===== src/rtl/operand_stage_if.sv =====
`default_nettype none
// ============================================================================
//  Module      : operand_stage_if
//  Description : Signal bundle for the operand-fetch stage. It carries the
//                decode-side handshake and payload, the register-file read
//                ports, the MEM and WB stage snoop buses used for hazard
//                detection and forwarding, the EX-side handshake and payload,
//                and the stall counter.
//  Modports    : slave  - the operand stage itself
//                master - the surrounding pipeline / environment
//  Revision    : 1.0 - initial release
// ============================================================================
interface operand_stage_if;
    // Decode -> operand stage
    logic        in_valid;
    logic        in_ready;
    logic [31:0] in_pc;
    logic [4:0]  in_rs1;
    logic [4:0]  in_rs2;
    logic [4:0]  in_rd;
    logic        in_rd_wen;
    logic        in_is_load;
    logic [31:0] in_imm;
    logic [15:0] in_ctrl;

    // Register-file read ports (combinational, x0 reads as zero)
    logic [4:0]  rf_rs1;
    logic [4:0]  rf_rs2;
    logic [31:0] rf_data1;
    logic [31:0] rf_data2;

    // MEM stage snoop
    logic        mem_valid;
    logic [4:0]  mem_rd;
    logic        mem_rd_wen;
    logic        mem_is_load;
    logic [31:0] mem_result;

    // WB stage snoop (also drives the register-file write port)
    logic        wb_valid;
    logic [4:0]  wb_rd;
    logic        wb_wen;
    logic [31:0] wb_data;

    // Pipeline control
    logic        flush;
    logic        ex_ready;

    // Operand stage -> EX
    logic        ex_valid;
    logic [31:0] ex_pc;
    logic [31:0] ex_op1;
    logic [31:0] ex_op2;
    logic [31:0] ex_imm;
    logic [4:0]  ex_rd;
    logic        ex_rd_wen;
    logic        ex_is_load;
    logic [15:0] ex_ctrl;
    logic [31:0] stall_cnt;

    modport slave (
        input  in_valid, in_pc, in_rs1, in_rs2, in_rd, in_rd_wen, in_is_load,
               in_imm, in_ctrl,
        output in_ready,
        output rf_rs1, rf_rs2,
        input  rf_data1, rf_data2,
        input  mem_valid, mem_rd, mem_rd_wen, mem_is_load, mem_result,
        input  wb_valid, wb_rd, wb_wen, wb_data,
        input  flush, ex_ready,
        output ex_valid, ex_pc, ex_op1, ex_op2, ex_imm, ex_rd, ex_rd_wen,
               ex_is_load, ex_ctrl, stall_cnt
    );

    modport master (
        output in_valid, in_pc, in_rs1, in_rs2, in_rd, in_rd_wen, in_is_load,
               in_imm, in_ctrl,
        input  in_ready,
        input  rf_rs1, rf_rs2,
        output rf_data1, rf_data2,
        output mem_valid, mem_rd, mem_rd_wen, mem_is_load, mem_result,
        output wb_valid, wb_rd, wb_wen, wb_data,
        output flush, ex_ready,
        input  ex_valid, ex_pc, ex_op1, ex_op2, ex_imm, ex_rd, ex_rd_wen,
               ex_is_load, ex_ctrl, stall_cnt
    );
endinterface : operand_stage_if
`default_nettype wire


===== src/rtl/operand_stage.sv =====
`default_nettype none
// ============================================================================
//  Module      : operand_stage
//  Description : Operand-fetch pipeline stage. Reads the register file for
//                the incoming instruction, detects read-after-write hazards
//                against the EX, MEM and WB stages, optionally forwards
//                results from MEM/WB, and registers the instruction plus its
//                resolved operands into the EX pipeline register.
//  Ports       : clk    - rising-edge clock
//                rst_n  - asynchronous active-low reset
//                bus    - operand_stage_if.slave (decode handshake, register
//                         file read ports, MEM/WB snoop, flush, EX handshake
//                         and payload, stall counter)
//  Config      : FORWARD_EN - when defined, MEM (non-load) and WB results are
//                bypassed into the operands and only EX matches and MEM load
//                matches stall. When undefined, operands come only from the
//                register file and any EX/MEM/WB match stalls.
//  Revision    : 1.0 - initial release
// ============================================================================
module operand_stage (
    input  wire logic      clk,
    input  wire logic      rst_n,
    operand_stage_if.slave bus
);

    localparam logic [4:0] c_X0 = 5'd0;

    // ------------------------------------------------------------------------
    // EX pipeline register
    // ------------------------------------------------------------------------
    logic        r_ex_valid;
    logic [31:0] r_ex_pc;
    logic [31:0] r_ex_op1;
    logic [31:0] r_ex_op2;
    logic [31:0] r_ex_imm;
    logic [4:0]  r_ex_rd;
    logic        r_ex_rd_wen;
    logic        r_ex_is_load;
    logic [15:0] r_ex_ctrl;
    logic [31:0] r_stall_cnt;

    // ------------------------------------------------------------------------
    // Combinational control
    // ------------------------------------------------------------------------
    logic        w_ex_m1;
    logic        w_ex_m2;
    logic        w_mem_m1;
    logic        w_mem_m2;
    logic        w_wb_m1;
    logic        w_wb_m2;
    logic        w_hazard;
    logic        w_in_ready;
    logic        w_advance;
    logic        w_accept;
    logic [31:0] w_op1;
    logic [31:0] w_op2;

    // A producer stage matches a source register only when it holds a valid
    // instruction that writes that register; x0 is hard-wired and never
    // creates a dependency.
    function automatic logic f_match(
        input logic       stage_valid,
        input logic       stage_wen,
        input logic [4:0] stage_rd,
        input logic [4:0] src
    );
        return stage_valid & stage_wen & (stage_rd == src) & (src != c_X0);
    endfunction

    // Register-file read addresses come straight from decode.
    assign bus.rf_rs1 = bus.in_rs1;
    assign bus.rf_rs2 = bus.in_rs2;

    assign w_ex_m1  = f_match(r_ex_valid, r_ex_rd_wen, r_ex_rd, bus.in_rs1);
    assign w_ex_m2  = f_match(r_ex_valid, r_ex_rd_wen, r_ex_rd, bus.in_rs2);
    assign w_mem_m1 = f_match(bus.mem_valid, bus.mem_rd_wen, bus.mem_rd, bus.in_rs1);
    assign w_mem_m2 = f_match(bus.mem_valid, bus.mem_rd_wen, bus.mem_rd, bus.in_rs2);
    assign w_wb_m1  = f_match(bus.wb_valid, bus.wb_wen, bus.wb_rd, bus.in_rs1);
    assign w_wb_m2  = f_match(bus.wb_valid, bus.wb_wen, bus.wb_rd, bus.in_rs2);

`ifdef FORWARD_EN
    // The EX result does not exist yet, so an EX match always stalls. A load
    // in MEM has no data until WB, so it stalls too; everything else is
    // bypassed with MEM taking priority as the younger producer.
    assign w_hazard = bus.in_valid &
                      (w_ex_m1 | w_ex_m2 |
                       (bus.mem_is_load & (w_mem_m1 | w_mem_m2)));

    assign w_op1 = (w_mem_m1 & ~bus.mem_is_load) ? bus.mem_result :
                   w_wb_m1                       ? bus.wb_data    :
                                                   bus.rf_data1;
    assign w_op2 = (w_mem_m2 & ~bus.mem_is_load) ? bus.mem_result :
                   w_wb_m2                       ? bus.wb_data    :
                                                   bus.rf_data2;
`else
    // Without bypassing the instruction waits until the producer has written
    // the register file; the write lands on the edge that retires WB, so the
    // read on the following cycle sees it.
    assign w_hazard = bus.in_valid &
                      (w_ex_m1 | w_ex_m2 | w_mem_m1 | w_mem_m2 |
                       w_wb_m1 | w_wb_m2);

    assign w_op1 = bus.rf_data1;
    assign w_op2 = bus.rf_data2;

    // Snoop data is only needed by the forwarding network.
    logic w_unused_fwd;
    assign w_unused_fwd = &{1'b0, bus.mem_result, bus.mem_is_load, bus.wb_data};
`endif

    // EX can take a new entry when it is empty or draining this cycle; a
    // flush cycle never accepts because its edge discards EX contents.
    assign w_advance  = ~bus.flush & (~r_ex_valid | bus.ex_ready);
    assign w_in_ready = ~w_hazard & w_advance;
    assign w_accept   = bus.in_valid & w_in_ready;

    assign bus.in_ready = w_in_ready;

    // ------------------------------------------------------------------------
    // EX register update
    // ------------------------------------------------------------------------
    always_ff @(posedge clk or negedge rst_n) begin
        if (!rst_n) begin
            r_ex_valid   <= 1'b0;
            r_ex_pc      <= 32'd0;
            r_ex_op1     <= 32'd0;
            r_ex_op2     <= 32'd0;
            r_ex_imm     <= 32'd0;
            r_ex_rd      <= 5'd0;
            r_ex_rd_wen  <= 1'b0;
            r_ex_is_load <= 1'b0;
            r_ex_ctrl    <= 16'd0;
        end else if (bus.flush) begin
            r_ex_valid <= 1'b0;
        end else if (w_advance) begin
            // A hazard while EX moves on leaves a bubble behind; the stale
            // payload is kept since ex_valid marks it as meaningless.
            r_ex_valid <= bus.in_valid & ~w_hazard;
            if (w_accept) begin
                r_ex_pc      <= bus.in_pc;
                r_ex_op1     <= w_op1;
                r_ex_op2     <= w_op2;
                r_ex_imm     <= bus.in_imm;
                r_ex_rd      <= bus.in_rd;
                r_ex_rd_wen  <= bus.in_rd_wen;
                r_ex_is_load <= bus.in_is_load;
                r_ex_ctrl    <= bus.in_ctrl;
            end
        end
    end

    // ------------------------------------------------------------------------
    // Stall counter: cycles where decode offers an instruction that cannot be
    // taken, for any reason other than a flush. Wraps naturally at 2^32.
    // ------------------------------------------------------------------------
    always_ff @(posedge clk or negedge rst_n) begin
        if (!rst_n) begin
            r_stall_cnt <= 32'd0;
        end else if (bus.in_valid & ~w_in_ready & ~bus.flush) begin
            r_stall_cnt <= r_stall_cnt + 32'd1;
        end
    end

    // ------------------------------------------------------------------------
    // Outputs
    // ------------------------------------------------------------------------
    assign bus.ex_valid   = r_ex_valid;
    assign bus.ex_pc      = r_ex_pc;
    assign bus.ex_op1     = r_ex_op1;
    assign bus.ex_op2     = r_ex_op2;
    assign bus.ex_imm     = r_ex_imm;
    assign bus.ex_rd      = r_ex_rd;
    assign bus.ex_rd_wen  = r_ex_rd_wen;
    assign bus.ex_is_load = r_ex_is_load;
    assign bus.ex_ctrl    = r_ex_ctrl;
    assign bus.stall_cnt  = r_stall_cnt;

endmodule : operand_stage
`default_nettype wire

===== src/flat_wrapper.sv =====
// flat-port wrapper written by rule: the top's interface ports become plain ports
module operand_stage_flat 
  (clk, rst_n, bus_in_valid, bus_in_pc, bus_in_rs1, bus_in_rs2, bus_in_rd, bus_in_rd_wen, bus_in_is_load, bus_in_imm, bus_in_ctrl, bus_in_ready, bus_rf_rs1, bus_rf_rs2, bus_rf_data1, bus_rf_data2, bus_mem_valid, bus_mem_rd, bus_mem_rd_wen, bus_mem_is_load, bus_mem_result, bus_wb_valid, bus_wb_rd, bus_wb_wen, bus_wb_data, bus_flush, bus_ex_ready, bus_ex_valid, bus_ex_pc, bus_ex_op1, bus_ex_op2, bus_ex_imm, bus_ex_rd, bus_ex_rd_wen, bus_ex_is_load, bus_ex_ctrl, bus_stall_cnt);
  operand_stage_if bus_i ();
  input  wire logic clk;
  input  wire logic rst_n;
  input wire logic [$bits(bus_i.in_valid)-1:0] bus_in_valid;
  input wire logic [$bits(bus_i.in_pc)-1:0] bus_in_pc;
  input wire logic [$bits(bus_i.in_rs1)-1:0] bus_in_rs1;
  input wire logic [$bits(bus_i.in_rs2)-1:0] bus_in_rs2;
  input wire logic [$bits(bus_i.in_rd)-1:0] bus_in_rd;
  input wire logic [$bits(bus_i.in_rd_wen)-1:0] bus_in_rd_wen;
  input wire logic [$bits(bus_i.in_is_load)-1:0] bus_in_is_load;
  input wire logic [$bits(bus_i.in_imm)-1:0] bus_in_imm;
  input wire logic [$bits(bus_i.in_ctrl)-1:0] bus_in_ctrl;
  output wire logic [$bits(bus_i.in_ready)-1:0] bus_in_ready;
  output wire logic [$bits(bus_i.rf_rs1)-1:0] bus_rf_rs1;
  output wire logic [$bits(bus_i.rf_rs2)-1:0] bus_rf_rs2;
  input wire logic [$bits(bus_i.rf_data1)-1:0] bus_rf_data1;
  input wire logic [$bits(bus_i.rf_data2)-1:0] bus_rf_data2;
  input wire logic [$bits(bus_i.mem_valid)-1:0] bus_mem_valid;
  input wire logic [$bits(bus_i.mem_rd)-1:0] bus_mem_rd;
  input wire logic [$bits(bus_i.mem_rd_wen)-1:0] bus_mem_rd_wen;
  input wire logic [$bits(bus_i.mem_is_load)-1:0] bus_mem_is_load;
  input wire logic [$bits(bus_i.mem_result)-1:0] bus_mem_result;
  input wire logic [$bits(bus_i.wb_valid)-1:0] bus_wb_valid;
  input wire logic [$bits(bus_i.wb_rd)-1:0] bus_wb_rd;
  input wire logic [$bits(bus_i.wb_wen)-1:0] bus_wb_wen;
  input wire logic [$bits(bus_i.wb_data)-1:0] bus_wb_data;
  input wire logic [$bits(bus_i.flush)-1:0] bus_flush;
  input wire logic [$bits(bus_i.ex_ready)-1:0] bus_ex_ready;
  output wire logic [$bits(bus_i.ex_valid)-1:0] bus_ex_valid;
  output wire logic [$bits(bus_i.ex_pc)-1:0] bus_ex_pc;
  output wire logic [$bits(bus_i.ex_op1)-1:0] bus_ex_op1;
  output wire logic [$bits(bus_i.ex_op2)-1:0] bus_ex_op2;
  output wire logic [$bits(bus_i.ex_imm)-1:0] bus_ex_imm;
  output wire logic [$bits(bus_i.ex_rd)-1:0] bus_ex_rd;
  output wire logic [$bits(bus_i.ex_rd_wen)-1:0] bus_ex_rd_wen;
  output wire logic [$bits(bus_i.ex_is_load)-1:0] bus_ex_is_load;
  output wire logic [$bits(bus_i.ex_ctrl)-1:0] bus_ex_ctrl;
  output wire logic [$bits(bus_i.stall_cnt)-1:0] bus_stall_cnt;
  assign bus_i.in_valid = bus_in_valid;
  assign bus_i.in_pc = bus_in_pc;
  assign bus_i.in_rs1 = bus_in_rs1;
  assign bus_i.in_rs2 = bus_in_rs2;
  assign bus_i.in_rd = bus_in_rd;
  assign bus_i.in_rd_wen = bus_in_rd_wen;
  assign bus_i.in_is_load = bus_in_is_load;
  assign bus_i.in_imm = bus_in_imm;
  assign bus_i.in_ctrl = bus_in_ctrl;
  assign bus_in_ready = bus_i.in_ready;
  assign bus_rf_rs1 = bus_i.rf_rs1;
  assign bus_rf_rs2 = bus_i.rf_rs2;
  assign bus_i.rf_data1 = bus_rf_data1;
  assign bus_i.rf_data2 = bus_rf_data2;
  assign bus_i.mem_valid = bus_mem_valid;
  assign bus_i.mem_rd = bus_mem_rd;
  assign bus_i.mem_rd_wen = bus_mem_rd_wen;
  assign bus_i.mem_is_load = bus_mem_is_load;
  assign bus_i.mem_result = bus_mem_result;
  assign bus_i.wb_valid = bus_wb_valid;
  assign bus_i.wb_rd = bus_wb_rd;
  assign bus_i.wb_wen = bus_wb_wen;
  assign bus_i.wb_data = bus_wb_data;
  assign bus_i.flush = bus_flush;
  assign bus_i.ex_ready = bus_ex_ready;
  assign bus_ex_valid = bus_i.ex_valid;
  assign bus_ex_pc = bus_i.ex_pc;
  assign bus_ex_op1 = bus_i.ex_op1;
  assign bus_ex_op2 = bus_i.ex_op2;
  assign bus_ex_imm = bus_i.ex_imm;
  assign bus_ex_rd = bus_i.ex_rd;
  assign bus_ex_rd_wen = bus_i.ex_rd_wen;
  assign bus_ex_is_load = bus_i.ex_is_load;
  assign bus_ex_ctrl = bus_i.ex_ctrl;
  assign bus_stall_cnt = bus_i.stall_cnt;
  operand_stage u_core (.clk(clk), .rst_n(rst_n), .bus(bus_i));
endmodule

===== config.mk =====
export PLATFORM = sky130hd
export DESIGN_NAME = operand_stage_flat
export DESIGN_NICKNAME = d
export VERILOG_FILES = /design/src/rtl/operand_stage_if.sv /design/src/rtl/operand_stage.sv /design/src/flat_wrapper.sv
export SDC_FILE = /design/constraint.sdc
export NUM_CORES = 1
export LEC_CHECK = 0
export BUFFER_PORTS_ARGS = -buffer_cell sky130_fd_sc_hd__buf_2
export CAP_MARGIN = 5
export CORE_AREA = 5 5 169 171
export DETAILED_ROUTE_END_ITERATION = 12
export DIE_AREA = 0 0 174 176
export SLEW_MARGIN = 20
export SYNTH_ARGS = -nofsm -noshare
export SYNTH_HDL_FRONTEND = slang
export SYNTH_SLANG_ARGS = --single-unit

===== constraint.sdc =====
create_clock -name clk -period 3.6 [get_ports clk]
set_clock_uncertainty 0.1 [all_clocks]
set_input_delay 1.08 -clock clk [delete_from_list [all_inputs] [get_ports clk]]
set_output_delay 1.08 -clock clk [all_outputs]
set_load 0.005 [all_outputs]

==> results of run 1 <==
metrics by stage:
step / total power [W] / worst slack, ps / utilization (%) / hold slack (ps)
floorplan: 0.003140 / 241.0 / - / 364.7
global placement: 0.003816 / -266.3 / 37.78 / 351.0
detailed placement: 0.003847 / -270.7 / 37.78 / 350.7
CTS: 0.005841 / -60.60 / 40.86 / 365.2
global route: 0.006062 / -80.01 / 40.93 / 379.7
finish: 0.005731 / -22.77 / 40.94 / 361.6
where the power goes:
group,internal (W),switching [W],total [W]
clock network,0.00110,0.000828,0.00193
registers,0.00243,0.000214,0.00265
logic,0.000656,0.000498,0.00115
total,0.00419,0.00154,0.00573
cell type report:
type,instances,share of cell area (%)
clock inverter,12,1.510
sequential,184,42.09
tap,341,3.900
multi-input combinational,316,27.31
clock buffer,19,3.957
antenna,2,0.04575
inverter,2,0.06862
timing repair buffer,406,21.12
cell families (layout without fill, tap and decap cells):
logic type                 Yosys count  count (layout)  share of synthesized area [%]
AOI/OAI and AO/OA                    6               6                         0.5866
muxes                              152             152                          22.29
xor gates and xnor gates            61              61                          6.958
buffers and inverters               33             439                          3.145
other                                0               2                              0
and+or+nand+nor                     96              96                          6.893
DFF                                184             184                          59.96
adders and majority gates            1               1                         0.1629
worst min-delay path by stage:
stage / start / to / slack, ps / cells past startpoint
after floorplan: u_core.bus.stall_cnt[31] / u_core.bus.stall_cnt[31] / 360 / 1
after global placement: u_core.bus.stall_cnt[31] / u_core.bus.stall_cnt[31] / 350 / 1
after detailed placement: u_core.bus.stall_cnt[31] / u_core.bus.stall_cnt[31] / 350 / 1
after CTS: u_core.bus.stall_cnt[31] / u_core.bus.stall_cnt[31] / 370 / 1
after global routing: u_core.bus.stall_cnt[31] / u_core.bus.stall_cnt[31] / 380 / 1
final: u_core.bus.stall_cnt[31] / u_core.bus.stall_cnt[31] / 360 / 1
worst reg2reg max path, delay by kind of cell, from the launching register on:
kind / cells / cell delay [ps]
XOR/XNOR: 1 / 220
AND/OR/NAND/NOR: 3 / 330
flip-flops: 1 / 450
buffers and inverters: 3 / 550
multiplexers: 1 / 490
AO/OA/AOI/OAI: 2 / 410
Yosys cell counts, types with 4 or more instances:
library cell,number,area share (%)
nor2_1,11,0.54
nand3_1,15,0.98
mux2_2,62,9.1
or4_1,4,0.39
nand4_1,15,1.2
nor3_1,19,1.2
buf_2,7,0.46
buf_4,11,1.1
nor4b_1,4,0.46
mux2_1,90,13
xor2_1,32,3.7
nor4_1,5,0.41
xnor2_1,29,3.3
nand2_1,11,0.54
buf_6,9,1.3
dfrtp_1,184,60
clkbuf_1,4,0.20
state kept, by name, summed over array words and instances (netlist names):
name and cells:
u_core.bus.ex_rd_wen 1, u_core.bus.ex_valid 1, u_core.bus.ex_pc 32, u_core.bus.ex_ctrl 16, u_core.bus.stall_cnt 32, u_core.bus.ex_imm 32, u_core.bus.ex_rd 5, u_core.bus.ex_is_load 1
u_core.bus.ex_op1 32, u_core.bus.ex_op2 32
what timing repair did:
item	in CTS	in global routing
gates resized for setup	42	3
pin swaps	17	8
hold buffers	0	0
cloned	0	0
setup buffers	4	0
endpoints found under the setup margin	1	1
endpoints found under the hold margin	0	0
layer usage:
metal,global-route usage [%],vias up,part of all wire [%]
met1,17.07,2715,40
met2,25.17,226,50
met5,0,-,0.30
met3,5.974,23,8.6
li1,-,2670,-
met4,4.058,8,1.2
==> impl_metrics.yaml, run 1 <==
floorplanning:
  die_w_um: 174
  fp.dieArea_sq_um: 30620
  ioPinCount: 440
  num_rows: 60
  start_util_pct: 28.73
  die_h_um: 176
  core_sq_um: 26730
sta:
  fin_crit_ps: 3623
  worst_pin_slew_ps: 637.9
  rsz0062_at_grt: "yes"
  finalCritPeriodShare_pct: 100.6
  relSlewSlack_pct: 57.38
  fin_setup_tns_ps: -22.77
  fmaxAchievable_mhz: 276.0
  final_hold_viol_count: 0
  setup_ws_ps: -22.77
  slew_viol_final: 0
  setup_violations: 1
grt:
  antenna_found_initial: 5
  grt_max_degree: 74
  track_usage_pct: 14.67
  grt_pass1_wl_mm: 35.43
  grt-ovfl-total: 0
  grt_pass1_vias: 6108
layout:
  regArea_sq_um: 4604
  layout_commonest_cell: "buf_2"
  layout.cells.non_filler: 1282
  final_nets: 1173
  drive_gt1_share_pct: 55.06
  syn_to_final_growth_pct: 42.48
  mostFrequentLayoutCells: "buf_2 (362), dfrtp_1 (184), mux2_1 (90)"
  multi_input_area_sq_um: 2988
  fillCellCount: 2575
  final_cell_area_sq_um: 10940
hold_path:
  hold_path_class: "reg2reg"
critical_path:
  critical_path_required_ps: 2420
  critPathMaxFanout: 3
  critPathSlowestCell: "or4_4"
  arrival_ps: 2440
  worst_r2r_endpoint: "u_core.bus.ex_imm[27]"
  reg2reg_from: "u_core.bus.ex_rd[0]"
  max_stage_delay_ps: 550
  rr_worst_depth: 10
  worstPathCellList: "buf_2, or4_4, nor2_4, o41ai_4, o21ai_1, and2_1, buf_2"
  cp_num_buf_inv: 2
  crit_path_start_kind: "primary input"
  worst-path-stages: 7
  rrSetupSlack_ps: 920
  endpoint_kind: "primary output"
  crit_start: "bus_in_rs2[2]"
  endpoint: "bus_in_ready"
  path_common_cell: "buf_2"
  crit_type: "in2out"
  crit_family: "simple AND/OR/NAND/NOR gates"
yosys:
  syn_area_sq_um: 7679
  synthCells: 533
  ys_warn_count: 0
  syn_avg_cell_area_sq_um: 14.41
  synth-seq-cells: 184
  synth_edf_count: 0
  seq_area_frac_synth_pct: 59.96
  synth_nets: 779
  async_flop_share_pct: 100.0
  synthFlopType: "dfrtp_1"
  yosys.cell_types.count: 32
power_and_ir_drop:
  cellLeakagePower_nw: 5.387
  ir_worst_vdd_v: 0.0002254
  power_per_cell_area_nw_per_um2: 523.8
drt:
  drc: 0
  ant_nets: 0
  vias: 5642
  drtIter0Drc: 143
  wl_per_cell_um: 17.79
  drt_wl_total_mm: 22.81
  vias_per_cell: 4.401
  firstDrtPassIters: 4
placement:
  io_buffers: 374
  place_inst: 1245
  place_congestion: 0.7754
  dp_hpwl_mm: 17.94
  detailed_place.area_sq_um: 10100
cts:
  clk_pin_slew_ps: 70
  cts_tree: "done"
  numCtsBuffers: 17
  cts_sinks: 184
  htreeDepth: 4
  cts.root.buffer_cell: "clkbuf_16"
  cts_buffer_depth: 2
  clk_latency_ps: 420
outcome:
  status: "complete, but fails checks"
  violations: "setup timing"
run:
  max-cap-violations: 0
No activity file was read; power rests on OpenSTA's default activity.
==> run 2, diff against run 1 <==
ABC_AREA = 1   (was unset)
CTS_CLUSTER_SIZE = 12   (was unset)
==> impl_metrics.yaml, run 2 <==
outcome:
  status: "complete, no violations"
critical_path:
  endpoint_kind: "primary output"
  rrSetupSlack_ps: 1330
  crit_path_start_kind: "primary input"
  crit_type: "in2out"
  worstPathCellList: "buf_2, inv_2, nand2_1, nand2_1, nor2_1, nand3_1, nand3_1, nand2_2, nand2_1, nand2_2, nand2_4, inv_1, buf_2"
  path_common_cell: "nand2_1"
  max_stage_delay_ps: 160
  arrival_ps: 2190
  critPathSlowestCell: "buf_2"
  critPathMaxFanout: 6
  critical_path_required_ps: 2420
yosys:
  synth_largest_area_cell: "dfrtp_1"
  seq_area_frac_synth_pct: 49.56
  synth.most_common_cell: "nand2_1"
  ys_warn_count: 0
  async_flop_share_pct: 100.0
  ys_top_cells_by_area: "dfrtp_1 (50%), nand2_1 (14%), o21ai_2 (11%), inv_1 (7.5%), buf_6 (4.0%)"
  synth_nets: 1339
  syn_avg_cell_area_sq_um: 8.501
  synthTopCellsByCount: "nand2_1 (338), inv_1 (186), dfrtp_1 (184)"
  syn_area_sq_um: 9291
  synthCells: 1093
  synth-seq-cells: 184
  yosys.cell_types.count: 25
  synth_top_area_share_pct: 49.56
  synth_edf_count: 0
  synthFlopType: "dfrtp_1"
cts:
  clk_latency_ps: 420
  htreeDepth: 4
  cts.root.buffer_cell: "clkbuf_16"
  cts_buffer_depth: 2
  clk_pin_slew_ps: 70
  cts_tree: "done"
  postCtsSetupBuffers: 0
  cts_resized: 0
  cts_sinks: 184
  numCtsBuffers: 17
  holdBufCountCts: 0
drt:
  firstDrtPassIters: 5
  drc: 0
  vias_per_cell: 4.345
  drt_wl_total_mm: 26.00
  drtIter0Drc: 310
  vias: 7843
  wl_per_cell_um: 14.40
  ant_nets: 0
run:
  max-cap-violations: 0
floorplanning:
  die_h_um: 176
  die_w_um: 174
  num_rows: 60
  fp.dieArea_sq_um: 30620
  ioPinCount: 440
  start_util_pct: 34.77
  core_sq_um: 26730
sta:
  setup_violations: 0
  relSlewSlack_pct: 67.99
  final_hold_viol_count: 0
  finalCritPeriodShare_pct: 93.65
  fmaxAchievable_mhz: 296.6
  fin_setup_tns_ps: 0
  fin_crit_ps: 3371
  rsz0062_at_grt: "no"
  slew_viol_final: 0
  worst_pin_slew_ps: 480.1
power_and_ir_drop:
  cellLeakagePower_nw: 6.924
  power_per_cell_area_nw_per_um2: 485.5
  finalPower_w: 0.005787
  ir_worst_vdd_v: 0.0002913
layout:
  final_nets: 1696
  syn_to_final_growth_pct: 28.29
  mostFrequentLayoutCells: "buf_2 (373), nand2_1 (338), inv_1 (186)"
  fillCellCount: 2736
  layout_commonest_cell: "buf_2"
  drive_gt1_share_pct: 38.82
grt:
  grt_pass1_wl_mm: 42.33
  grt_max_degree: 66
  grt_pass1_vias: 8079
  grt-ovfl-total: 0
  antenna_found_initial: 4
  track_usage_pct: 17.01
placement:
  dp_hpwl_mm: 20.26
  io_buffers: 374
  place_congestion: 0.8902
hold_path:
  hold_path_class: "reg2reg"
-- run 2: changes by cell type in the layout (fill, tap and decap cells not counted), moves of 31 or more --
cell / previous run / this run
mux2_1: 90 / 0
o21ai_2: 0 / 120
mux2_2: 62 / 0
nand2_1: 11 / 338
nand3_1: 14 / 45
inv_1: 2 / 186
o21ai_1: 1 / 33
nor2_1: 9 / 50
-- run 2: path summary, 6_finish.rpt --
kind                                       start                        to  cells after the start
max                                bus_in_rs1[2]              bus_in_ready                     13
min                        u_core.bus.ex_op2[10]     u_core.bus.ex_op2[10]                      2
max reg2reg                  u_core.bus.ex_rd[0]  u_core.bus.stall_cnt[16]                     14
min reg2reg                u_core.bus.ex_op2[10]     u_core.bus.ex_op2[10]                      2
max in group asynchronous                  rst_n      u_core.bus.ex_op1[9]                      2
min in group asynchronous                  rst_n      u_core.bus.ex_rd_wen                      1
-- run 2: kinds of logic (layout without fill, tap and decap cells) --
logic type / Yosys count / in the layout / share of synthesized area (%)
AND/OR/NAND/NOR: 474 / 474 / 21.01
adder cells (fa/ha/maj): 1 / 1 / 0.1346
other: 0 / 1 / 0
XOR/XNOR: 30 / 30 / 2.828
buffers and inverters: 247 / 617 / 13.17
flip-flops: 184 / 184 / 49.56
AO/OA/AOI/OAI: 157 / 157 / 13.30
-- run 2: per-stage QoR --
| stage | instances | worst slack [ps] | instance area (sq um) | util [%] | hold slack [ps] |
|---|---|---|---|---|---|
| after floorplan | 1093 | 455.1 | 9291 | - | 378.5 |
| after global placement | 1772 | 220.9 | 11320 | 42.35 | 359.4 |
| after detailed placement | 1772 | 204.6 | 11320 | 42.35 | 361.9 |
| after CTS | 1804 | 216.5 | 11920 | 44.59 | 381.1 |
| after global routing | 1805 | 130.4 | 11920 | 44.60 | 401.3 |
| final | 1805 | 228.6 | 11920 | 44.60 | 376.8 |
-- run 2: cell type report --
class | instances | area, sq um | share of cell area (%)
Antenna cell | 1 | 2.502 | 0.02099
Clock buffer | 18 | 429.2 | 3.600
Clock inverter | 14 | 171.4 | 1.438
Inverter | 195 | 732.0 | 6.140
Multi-Input combinational cell | 662 | 3466 | 29.08
Sequential cell | 184 | 4604 | 38.63
Tap cell | 341 | 426.7 | 3.579
Timing Repair Buffer | 390 | 2088 | 17.52
-- run 2: worst max-delay path, delay by kind of cell --
kind          cells  cell delay (ps)
buf+inv           4              380
simple gates      9              730
-- run 2: per-layer routing --
metal  part of all wire [%]  vias to the layer above  global-route usage (%)
met5                   0.15                        -                       0
met2                     49                      272                   29.50
met3                    7.9                       44                   5.953
met4                    2.5                        6                   5.477
li1                       -                     4042                       -
met1                     40                     3479                   19.80
-- run 2: power by group --
part	internal [W]	total (W)	switching (W)
Sequential	0.00239	0.00259	0.000203
Combinational	0.000570	0.00126	0.000690
Clock	0.00100	0.00193	0.000931
Total	0.00396	0.00579	0.00182
